$ cat src/rtl/syscall_controller.sv
// Syscall sequencer for the execute stage: stalls the pipeline while put_c / print_int stream
// bytes to a valid/ready console, and raises a sticky halt on exit.
module syscall_controller #(
  parameter logic [31:0] FUNCT_PRINT_INT = 32'd1,
  parameter logic [31:0] FUNCT_EXIT      = 32'd10,
  parameter logic [31:0] FUNCT_PUT_C     = 32'd11,
  parameter int unsigned INT_NEWLINE     = 1
) (
  input  logic        clock,
  input  logic        reset,
  input  logic        is_syscall,
  input  logic [31:0] syscall_funct,
  input  logic [31:0] syscall_param1,
  output logic        stall,
  output logic        out_valid,
  input  logic        out_ready,
  output logic [7:0]  out_data,
  output logic        halted
);

  typedef enum logic [2:0] {
    StIdle, StPutc, StSign, StDigit, StEmit, StNl, StDone, StHalt
  } state_e;

  state_e      state_q, state_d;
  logic [31:0] param_q, param_d;
  logic [31:0] mag_q, mag_d;
  logic [3:0]  k_q, k_d;
  logic [3:0]  d_q, d_d;
  logic        started_q, started_d;
  logic        out_valid_q, out_valid_d;
  logic [7:0]  out_data_q, out_data_d;
  logic        halted_q, halted_d;
  logic        xfer;

  function automatic logic [31:0] pow10(input logic [3:0] k);
    case (k)
      4'd0:    pow10 = 32'd1;
      4'd1:    pow10 = 32'd10;
      4'd2:    pow10 = 32'd100;
      4'd3:    pow10 = 32'd1000;
      4'd4:    pow10 = 32'd10000;
      4'd5:    pow10 = 32'd100000;
      4'd6:    pow10 = 32'd1000000;
      4'd7:    pow10 = 32'd10000000;
      4'd8:    pow10 = 32'd100000000;
      default: pow10 = 32'd1000000000;
    endcase
  endfunction

  assign xfer = out_valid_q & out_ready;

  always_comb begin
    state_d     = state_q;
    param_d     = param_q;
    mag_d       = mag_q;
    k_d         = k_q;
    d_d         = d_q;
    started_d   = started_q;
    out_valid_d = out_valid_q;
    out_data_d  = out_data_q;
    halted_d    = halted_q;

    case (state_q)
      StIdle: begin
        if (is_syscall) begin
          param_d = syscall_param1;
          if (syscall_funct == FUNCT_PUT_C) begin
            state_d     = StPutc;
            out_valid_d = 1'b1;
            out_data_d  = syscall_param1[7:0];
          end else if (syscall_funct == FUNCT_PRINT_INT) begin
            state_d = StSign;
            // The '-' is registered on entry so SIGN can hand it over directly.
            if (syscall_param1[31]) begin
              out_valid_d = 1'b1;
              out_data_d  = 8'h2D;
            end
          end else if (syscall_funct == FUNCT_EXIT) begin
            state_d  = StHalt;
            halted_d = 1'b1;
          end else begin
            state_d = StDone;
          end
        end
      end
      StPutc: begin
        if (xfer) begin
          out_valid_d = 1'b0;
          state_d     = StDone;
        end
      end
      StSign: begin
        mag_d     = param_q[31] ? (32'd0 - param_q) : param_q;
        k_d       = 4'd9;
        d_d       = 4'd0;
        started_d = 1'b0;
        if (!param_q[31]) begin
          state_d = StDigit;
        end else if (xfer) begin
          out_valid_d = 1'b0;
          state_d     = StDigit;
        end
      end
      StDigit: begin
        if (mag_q >= pow10(k_q)) begin
          mag_d = mag_q - pow10(k_q);
          d_d   = d_q + 4'd1;
        end else if (d_q != 4'd0 || started_q || k_q == 4'd0) begin
          out_valid_d = 1'b1;
          out_data_d  = 8'h30 + {4'd0, d_q};
          started_d   = 1'b1;
          state_d     = StEmit;
        end else begin
          k_d = k_q - 4'd1;
          d_d = 4'd0;
        end
      end
      StEmit: begin
        if (xfer) begin
          out_valid_d = 1'b0;
          if (k_q == 4'd0) begin
            if (INT_NEWLINE != 0) begin
              state_d     = StNl;
              out_valid_d = 1'b1;
              out_data_d  = 8'h0A;
            end else begin
              state_d = StDone;
            end
          end else begin
            k_d     = k_q - 4'd1;
            d_d     = 4'd0;
            state_d = StDigit;
          end
        end
      end
      StNl: begin
        if (xfer) begin
          out_valid_d = 1'b0;
          state_d     = StDone;
        end
      end
      StDone:  state_d = StIdle;
      StHalt:  halted_d = 1'b1;
      default: state_d = StIdle;
    endcase
  end

  always_ff @(posedge clock or posedge reset) begin
    if (reset) begin
      state_q     <= StIdle;
      param_q     <= '0;
      mag_q       <= '0;
      k_q         <= '0;
      d_q         <= '0;
      started_q   <= 1'b0;
      out_valid_q <= 1'b0;
      out_data_q  <= '0;
      halted_q    <= 1'b0;
    end else begin
      state_q     <= state_d;
      param_q     <= param_d;
      mag_q       <= mag_d;
      k_q         <= k_d;
      d_q         <= d_d;
      started_q   <= started_d;
      out_valid_q <= out_valid_d;
      out_data_q  <= out_data_d;
      halted_q    <= halted_d;
    end
  end

  assign stall     = (is_syscall & (state_q != StDone)) | (state_q == StHalt);
  assign out_valid = out_valid_q;
  assign out_data  = out_data_q;
  assign halted    = halted_q;

endmodule

$ cat config.mk
export PLATFORM = sky130hd
export DESIGN_NAME = syscall_controller
export DESIGN_NICKNAME = d
export VERILOG_FILES = /design/src/rtl/syscall_controller.sv
export SDC_FILE = /design/constraint.sdc
export NUM_CORES = 1
export LEC_CHECK = 0
export BUFFER_PORTS_ARGS = -buffer_cell sky130_fd_sc_hd__buf_2
export CAP_MARGIN = 20
export CORE_MARGIN = 2
export CORE_UTILIZATION = 30
export DETAILED_ROUTE_END_ITERATION = 10
export PLACE_DENSITY_LB_ADDON = 0.12
export SETUP_SLACK_MARGIN = 0.5
export SYNTH_ARGS = -nofsm -noshare
export SYNTH_HDL_FRONTEND = slang
export SYNTH_SLANG_ARGS = --single-unit
$ cat constraint.sdc
create_clock -name clock -period 3.3 [get_ports clock]
set_input_delay 0.66 -clock clock [delete_from_list [all_inputs] [get_ports clock]]
set_output_delay 0.66 -clock clock [all_outputs]
set_load 0.02 [all_outputs]
==> impl_metrics.tcl, run 1 <==
set metrics [dict create \
    drtIter0Drc 420 \
    finalClockSkew_ns 0.0101 \
    startpoint_type "register" \
    htree_num_levels 3 \
    cp_max_fo 5 \
    synthToLayoutAreaGrowth_pct 45.5 \
    drt_drc_violations_left 0 \
    path_class "reg -> reg" \
    io_pins 79 \
    yosys_warnings 0 \
    syn_inst 817 \
    gr-total-overflow 0 \
    ys_ff_latch 86 \
    status "complete, but fails checks" \
    wl_per_cell_um 17.3 \
    syn_area_mm2 0.00679 \
    clockPowerShare 0.089 \
    clkLatencyLatePin_ns 0.35 \
    tightest_slew_ns 0.622 \
    critPathMaxStageDelay_ns 0.39 \
    clock_path_buffers 2 \
    coreArea_mm2 0.0224 \
    intPower_w 0.00689 \
    drive_above_1_share 0.407 \
    combPwrFrac 0.748 \
    vdd_drop_max_mv 0.460 \
    grt_antenna_before_repair 0 \
    port_buffers 78 \
    cts_root_buf "clkbuf_16" \
    cts_sinks 86 \
    path_cells "inv_2, ha_4, buf_6, ha_4, nand2_8, buf_6, ha_4, and4_4, o2bb2ai_2, a311o_1, a311o_1, o21ai_4, nand2_4, o21ai_4, nand2_4, mux2_4" \
    seqPwrFrac 0.163 \
    final_nets 1136 \
    synth-edff-count 0 \
    critPathRequiredTime_ns 3.53 \
    synth_nets 927 \
    report.final.hold_viol_count 0 \
    crit_family "compound AO/OA/AOI/OAI gates" \
    grt_max_degree 67 \
    hpwlAfterDp_um 17700 \
    fp.dieW_um 154 \
    grt_pass1_vias 6766 \
    ys.flop_type "dfrtp_1" \
    avgSynthCellArea_um2 8.31 \
    cts_buffers 9 \
    num_rows 55 \
    maxCapViolCount 0 \
    slew_viol_final 0 \
    switching_share 0.467 \
    synthArstFlopShare 1.00 \
    power_leakage_nw 4.31 \
    hold_class "in -> async" \
    power_per_cell_area_mw_per_mm2 1310 \
    maxSlewHeadroom 0.585 \
    cp.arrival_ns 3.67 \
    cpMostUsedCell "ha_4" \
    wirelength_um 22700 \
    dieArea_mm2 0.0238 \
    dp_cells 1282 \
    crit_buf_inv 3 \
    grtUsageTotal 0.193 \
    initial_utilization 0.303 \
    finalCritPeriodShare 1.04 \
    hold_buffers 0 \
    drt_pass1_iterations 4 \
    vias 6748 \
    fin_crit_ns 3.44 \
    rsz0062_at_grt "yes" \
    cts_tree "built" \
    ant_nets 0 \
    clk_pin_slew_ns 0.07 \
    synth.distinct_cells 71 \
    die_height_um 154 \
    place_ws_ns -0.345 \
    fin_cells 1316 \
    diodes 0 \
    p_sw_w 0.00603 \
    final_area_mm2 0.00988 \
    fmax_mhz 291 \
    via_per_inst 5.13 \
    placed_area_mm2 0.00868 \
    ys_seq_area_frac 0.317 \
    final_util 0.440 \
    failed_checks "setup timing" \
    worst_slack_ns -0.140 \
    grt_pass1_wl_um 36300 \
    gp_congestion 0.829 \
    setup_viol 45 \
    cp_slowest_cell "dfrtp_1" \
    crit_path_end_kind "register" \
]
-- logic make-up after synthesis --
kind of cell | after synthesis | share of synthesized area
AO/OA/AOI/OAI | 249 | 0.236
XOR/XNOR | 56 | 0.0722
adder cells (fa/ha/maj) | 42 | 0.0785
buffers and inverters | 64 | 0.0365
flip-flops | 86 | 0.317
multiplexers | 35 | 0.0573
AND/OR/NAND/NOR | 285 | 0.203
-- layer usage --
layer	global-route usage	wire length, um	share of wire
met1	0.267	11100	0.49
met4	0.0538	437	0.019
met2	0.317	10600	0.47
met5	0	0	0
met3	0.0227	578	0.025
-- metrics by stage --
step	TNS, ns	total power [W]	hold WS (ns)
after floorplan	0	0.00700	0.454
after global placement	-10.05	0.0102	0.445
after detailed placement	-11.24	0.0102	0.458
after CTS	-6.04	0.0122	0.355
after global routing	-11.56	0.0140	0.371
final	-3.28	0.0129	0.351
-- cells in the final DEF, fill, tap and decap left out, types with 13 or more instances in the layout --
| cell | Yosys | routed |
|---|---|---|
| buf_4 | 0 | 131 |
| dfrtp_1 | 86 | 85 |
| nand2_1 | 104 | 83 |
| buf_2 | 6 | 78 |
| nor2_1 | 78 | 64 |
| a21oi_1 | 75 | 57 |
| o21ai_0 | 67 | 41 |
| mux2_2 | 31 | 28 |
| xor2_1 | 28 | 28 |
| xnor2_1 | 28 | 26 |
| ha_1 | 41 | 26 |
| a21o_1 | 22 | 22 |
| inv_1 | 23 | 19 |
| buf_6 | 0 | 17 |
| a21oi_2 | 1 | 16 |
| o21ai_1 | 3 | 14 |
| nand2_2 | 1 | 13 |
-- worst paths after layout --
kind | start | to | slack [ns] | cells after the start
max in group asynchronous | reset | k_q[3] | 2.21 | 3
min reg2reg | halted | halted | 0.48 | 1
max reg2reg | k_q[0] | out_data[5] | -0.14 | 16
min in group clock | halted | halted | 0.48 | 1
max | k_q[0] | out_data[5] | -0.14 | 16
min | reset | param_q[11] | 0.35 | 2
-- what timing repair did --
item / 4_1_cts / 5_1_grt
resized for setup: 93 / 84
setup buffers: 10 / 5
pin swaps: 39 / 42
endpoints found under the setup margin: 53 / 53
gates cloned: 1 / 2
-- synthesized netlist by cell type (3+ instances only) --
library cell / number / share of area
o21a_1: 3 / 0.0033
o21ai_1: 3 / 0.0022
a31oi_1: 9 / 0.0083
a21o_1: 22 / 0.024
xor2_1: 28 / 0.036
ha_1: 41 / 0.076
o41ai_1: 3 / 0.0039
mux2_2: 31 / 0.051
and3_1: 5 / 0.0046
o211ai_1: 6 / 0.0066
nand3b_1: 4 / 0.0044
nor3_1: 13 / 0.0096
nand3_1: 12 / 0.0088
a22oi_1: 4 / 0.0044
nor3b_1: 4 / 0.0044
xnor2_1: 28 / 0.036
mux2i_1: 4 / 0.0059
a41oi_1: 3 / 0.0039
and2_1: 6 / 0.0055
clkbuf_1: 32 / 0.018
buf_2: 6 / 0.0044
nand2b_1: 12 / 0.011
o31ai_1: 13 / 0.014
nand2_1: 104 / 0.058
or4_1: 4 / 0.0044
o22ai_1: 3 / 0.0028
a21boi_0: 3 / 0.0033
nor2b_1: 7 / 0.0065
inv_1: 23 / 0.013
a211oi_1: 6 / 0.0066
and4_1: 3 / 0.0039
nor4_1: 10 / 0.0092
o21ai_0: 67 / 0.049
nor2_1: 78 / 0.043
dfrtp_1: 86 / 0.32
a21oi_1: 75 / 0.055
o31a_1: 3 / 0.0039
nand4_1: 9 / 0.0083
o21bai_1: 4 / 0.0044
-- area by class of cell --
cell class | count | area, um^2
Tap cell | 285 | 357
Clock inverter | 7 | 97.6
Fill cell | 2247 | 12600
Inverter | 24 | 93.8
Multi-Input combinational cell | 667 | 5140
Clock buffer | 9 | 225
Sequential cell | 86 | 2150
Timing Repair Buffer | 238 | 1810
-- state kept, by name, summed over array words and instances, names as in the netlist --
| signal | flops |
|---|---|
| out_valid | 1 |
| halted | 1 |
| state_q | 3 |
| started_q | 1 |
| param_q | 32 |
| k_q | 4 |
| d_q | 4 |
| mag_q | 32 |
| out_data | 8 |
-- power by group through the flow --
stage	sequential [W]	clock, W	combinational [W]
6_report	0.00210	0.00115	0.00967
5_1_grt	0.00217	0.00121	0.0106
4_1_cts	0.00207	0.00117	0.00892
3_5_place_dp	0.00207	0	0.00809
3_3_place_gp	0.00206	0	0.00814
2_1_floorplan	0.00196	0	0.00504
Note: power is estimated with default switching activity, not from simulation.
==> run 2, diff against run 1 <==
REMOVE_ABC_BUFFERS = 1   (was default)
==> impl_metrics.tcl, run 2 (synthesized netlist as in run 1, its figures left out) <==
set metrics [dict create \
    status "complete, but fails checks" \
    failed_checks "setup timing" \
    hold_slack_ns 0.378 \
    io_pins 79 \
    clk_pin_slew_ns 0.07 \
    hpwlAfterDp_um 17800 \
    grt_max_degree 45 \
    switching_share 0.472 \
    vias 6808 \
    clock_path_buffers 2 \
    num_rows 55 \
    gr-total-overflow 0 \
    fin_crit_ns 3.39 \
    startpoint_type "register" \
    final_common_cell "buf_4" \
    drt_drc_violations_left 0 \
    final_area_mm2 0.0103 \
    critPathRequiredTime_ns 3.54 \
    grt_pass1_wl_um 37700 \
    clockPowerShare 0.078 \
    synthToLayoutAreaGrowth_pct 51.0 \
    final_util 0.457 \
    cts_sinks 86 \
    clkLatencyLatePin_ns 0.35 \
    vdd_drop_max_mv 0.465 \
    drt_pass1_iterations 4 \
    intPower_w 0.00717 \
    crit_path_end_kind "register" \
    seqPwrFrac 0.160 \
    fmax_mhz 295 \
    placed_area_mm2 0.00851 \
    layout_common_cells "buf_4, dfrtp_1, nand2_1, buf_2, nor2_1" \
    drive_above_1_share 0.448 \
    via_per_inst 5.11 \
    rsz0062_at_grt "yes" \
    maxCapViolCount 0 \
    finalPower_w 0.0136 \
    final_nets 1151 \
    wirelength_um 23900 \
    cts_buffers 9 \
    report.final.hold_viol_count 0 \
    cp.arrival_ns 3.63 \
    hold_class "in -> async" \
    worst_slack_ns -0.0879 \
    maxSlewHeadroom 0.583 \
    coreArea_mm2 0.0224 \
    initial_utilization 0.303 \
    tightest_slew_ns 0.625 \
    grt_pass1_vias 6934 \
    finalClockSkew_ns 0.00821 \
    slew_viol_final 0 \
    cts_root_buf "clkbuf_16" \
    drtIter0Drc 278 \
    setup-tns-final_ns -1.16 \
    combPwrFrac 0.762 \
    p_sw_w 0.00643 \
    gp_congestion 0.829 \
    path_class "reg -> reg" \
    dieArea_mm2 0.0238 \
    grtUsageTotal 0.200 \
    fp.dieW_um 154 \
    diodes 0 \
    die_height_um 154 \
    htree_num_levels 3 \
    cp_max_fo 5 \
    wl_per_cell_um 17.9 \
    power_leakage_nw 4.42 \
    port_buffers 78 \
    cts_tree "built" \
    ant_nets 0 \
    grt_antenna_before_repair 0 \
    finalCritPeriodShare 1.03 \
    setup_viol 28 \
    power_per_cell_area_mw_per_mm2 1330 \
]
## run 2: cell types whose count changed in the layout (fill, tap and decap cells not counted), sizes merged
cell | previous run | this run
buf | 236 | 251
clkinvlp | 2 | 1
bufinv | 2 | 0
inv | 23 | 28
clkinv | 4 | 2
## run 2: final timing paths
check / cells after the start / end / slack [ns] / start
min reg2reg: 1 / halted / 0.46 / halted
max in group asynchronous: 3 / k_q[3] / 2.24 / reset
min in group clock: 1 / halted / 0.46 / halted
min: 2 / param_q[3] / 0.38 / reset
max reg2reg: 16 / out_data[1] / -0.09 / k_q[0]
max: 16 / out_data[1] / -0.09 / k_q[0]
## run 2: per-stage QoR
stage,instances,setup slack [ns]
floorplan,777,-1.41
global placement,1284,-0.412
detailed placement,1284,-0.554
CTS,1315,-0.0433
global route,1331,-0.199
finish,1331,-0.0879
## run 2: final cells by class
type,instances,area (um^2)
Multi-Input combinational cell,667,5400
Timing Repair Buffer,253,1950
Clock buffer,9,225
Clock inverter,7,63.8
Inverter,24,95.1
Tap cell,285,357
Fill cell,2222,12200
Sequential cell,86,2160
## run 2: per-layer routing
metal,GRT usage,vias up,part of all wire,wire (um)
li1,-,3396,-,-
met1,0.277,3275,0.49,11700
met2,0.334,115,0.47,11200
met3,0.0219,22,0.027,636
met4,0.0485,0,0.016,374
met5,0,-,0,0
## run 2: critical path: stages, from the launching register on
cell and delay, ns:
dfrtp_1 0.40, inv_2 0.09, ha_4 0.17, ha_4 0.18, nand2_8 0.08, a21boi_4 0.15, ha_2 0.19, a21o_1 0.17
a21o_1 0.17, a311o_1 0.28, a311o_1 0.31, o21ai_4 0.25, nand2_4 0.11, buf_12 0.15, o21ai_4 0.20, nand2_4 0.11
mux2_2 0.28
## run 2: repair_timing
item	4_1_cts	5_1_grt
buffers inserted	12	14
gates resized for setup	156	101
pin swaps	48	35
setup endpoints to repair	53	53
hold buffers	0	0
cloned	3	2
## run 2: power groups by stage
stage / registers [W] / logic, W / clock network, W
2_1_floorplan: 0.00204 / 0.00456 / 0
5_1_grt: 0.00225 / 0.0113 / 0.00113
6_report: 0.00217 / 0.0104 / 0.00106
3_3_place_gp: 0.00210 / 0.00789 / 0
3_5_place_dp: 0.00210 / 0.00787 / 0
4_1_cts: 0.00215 / 0.00929 / 0.00109
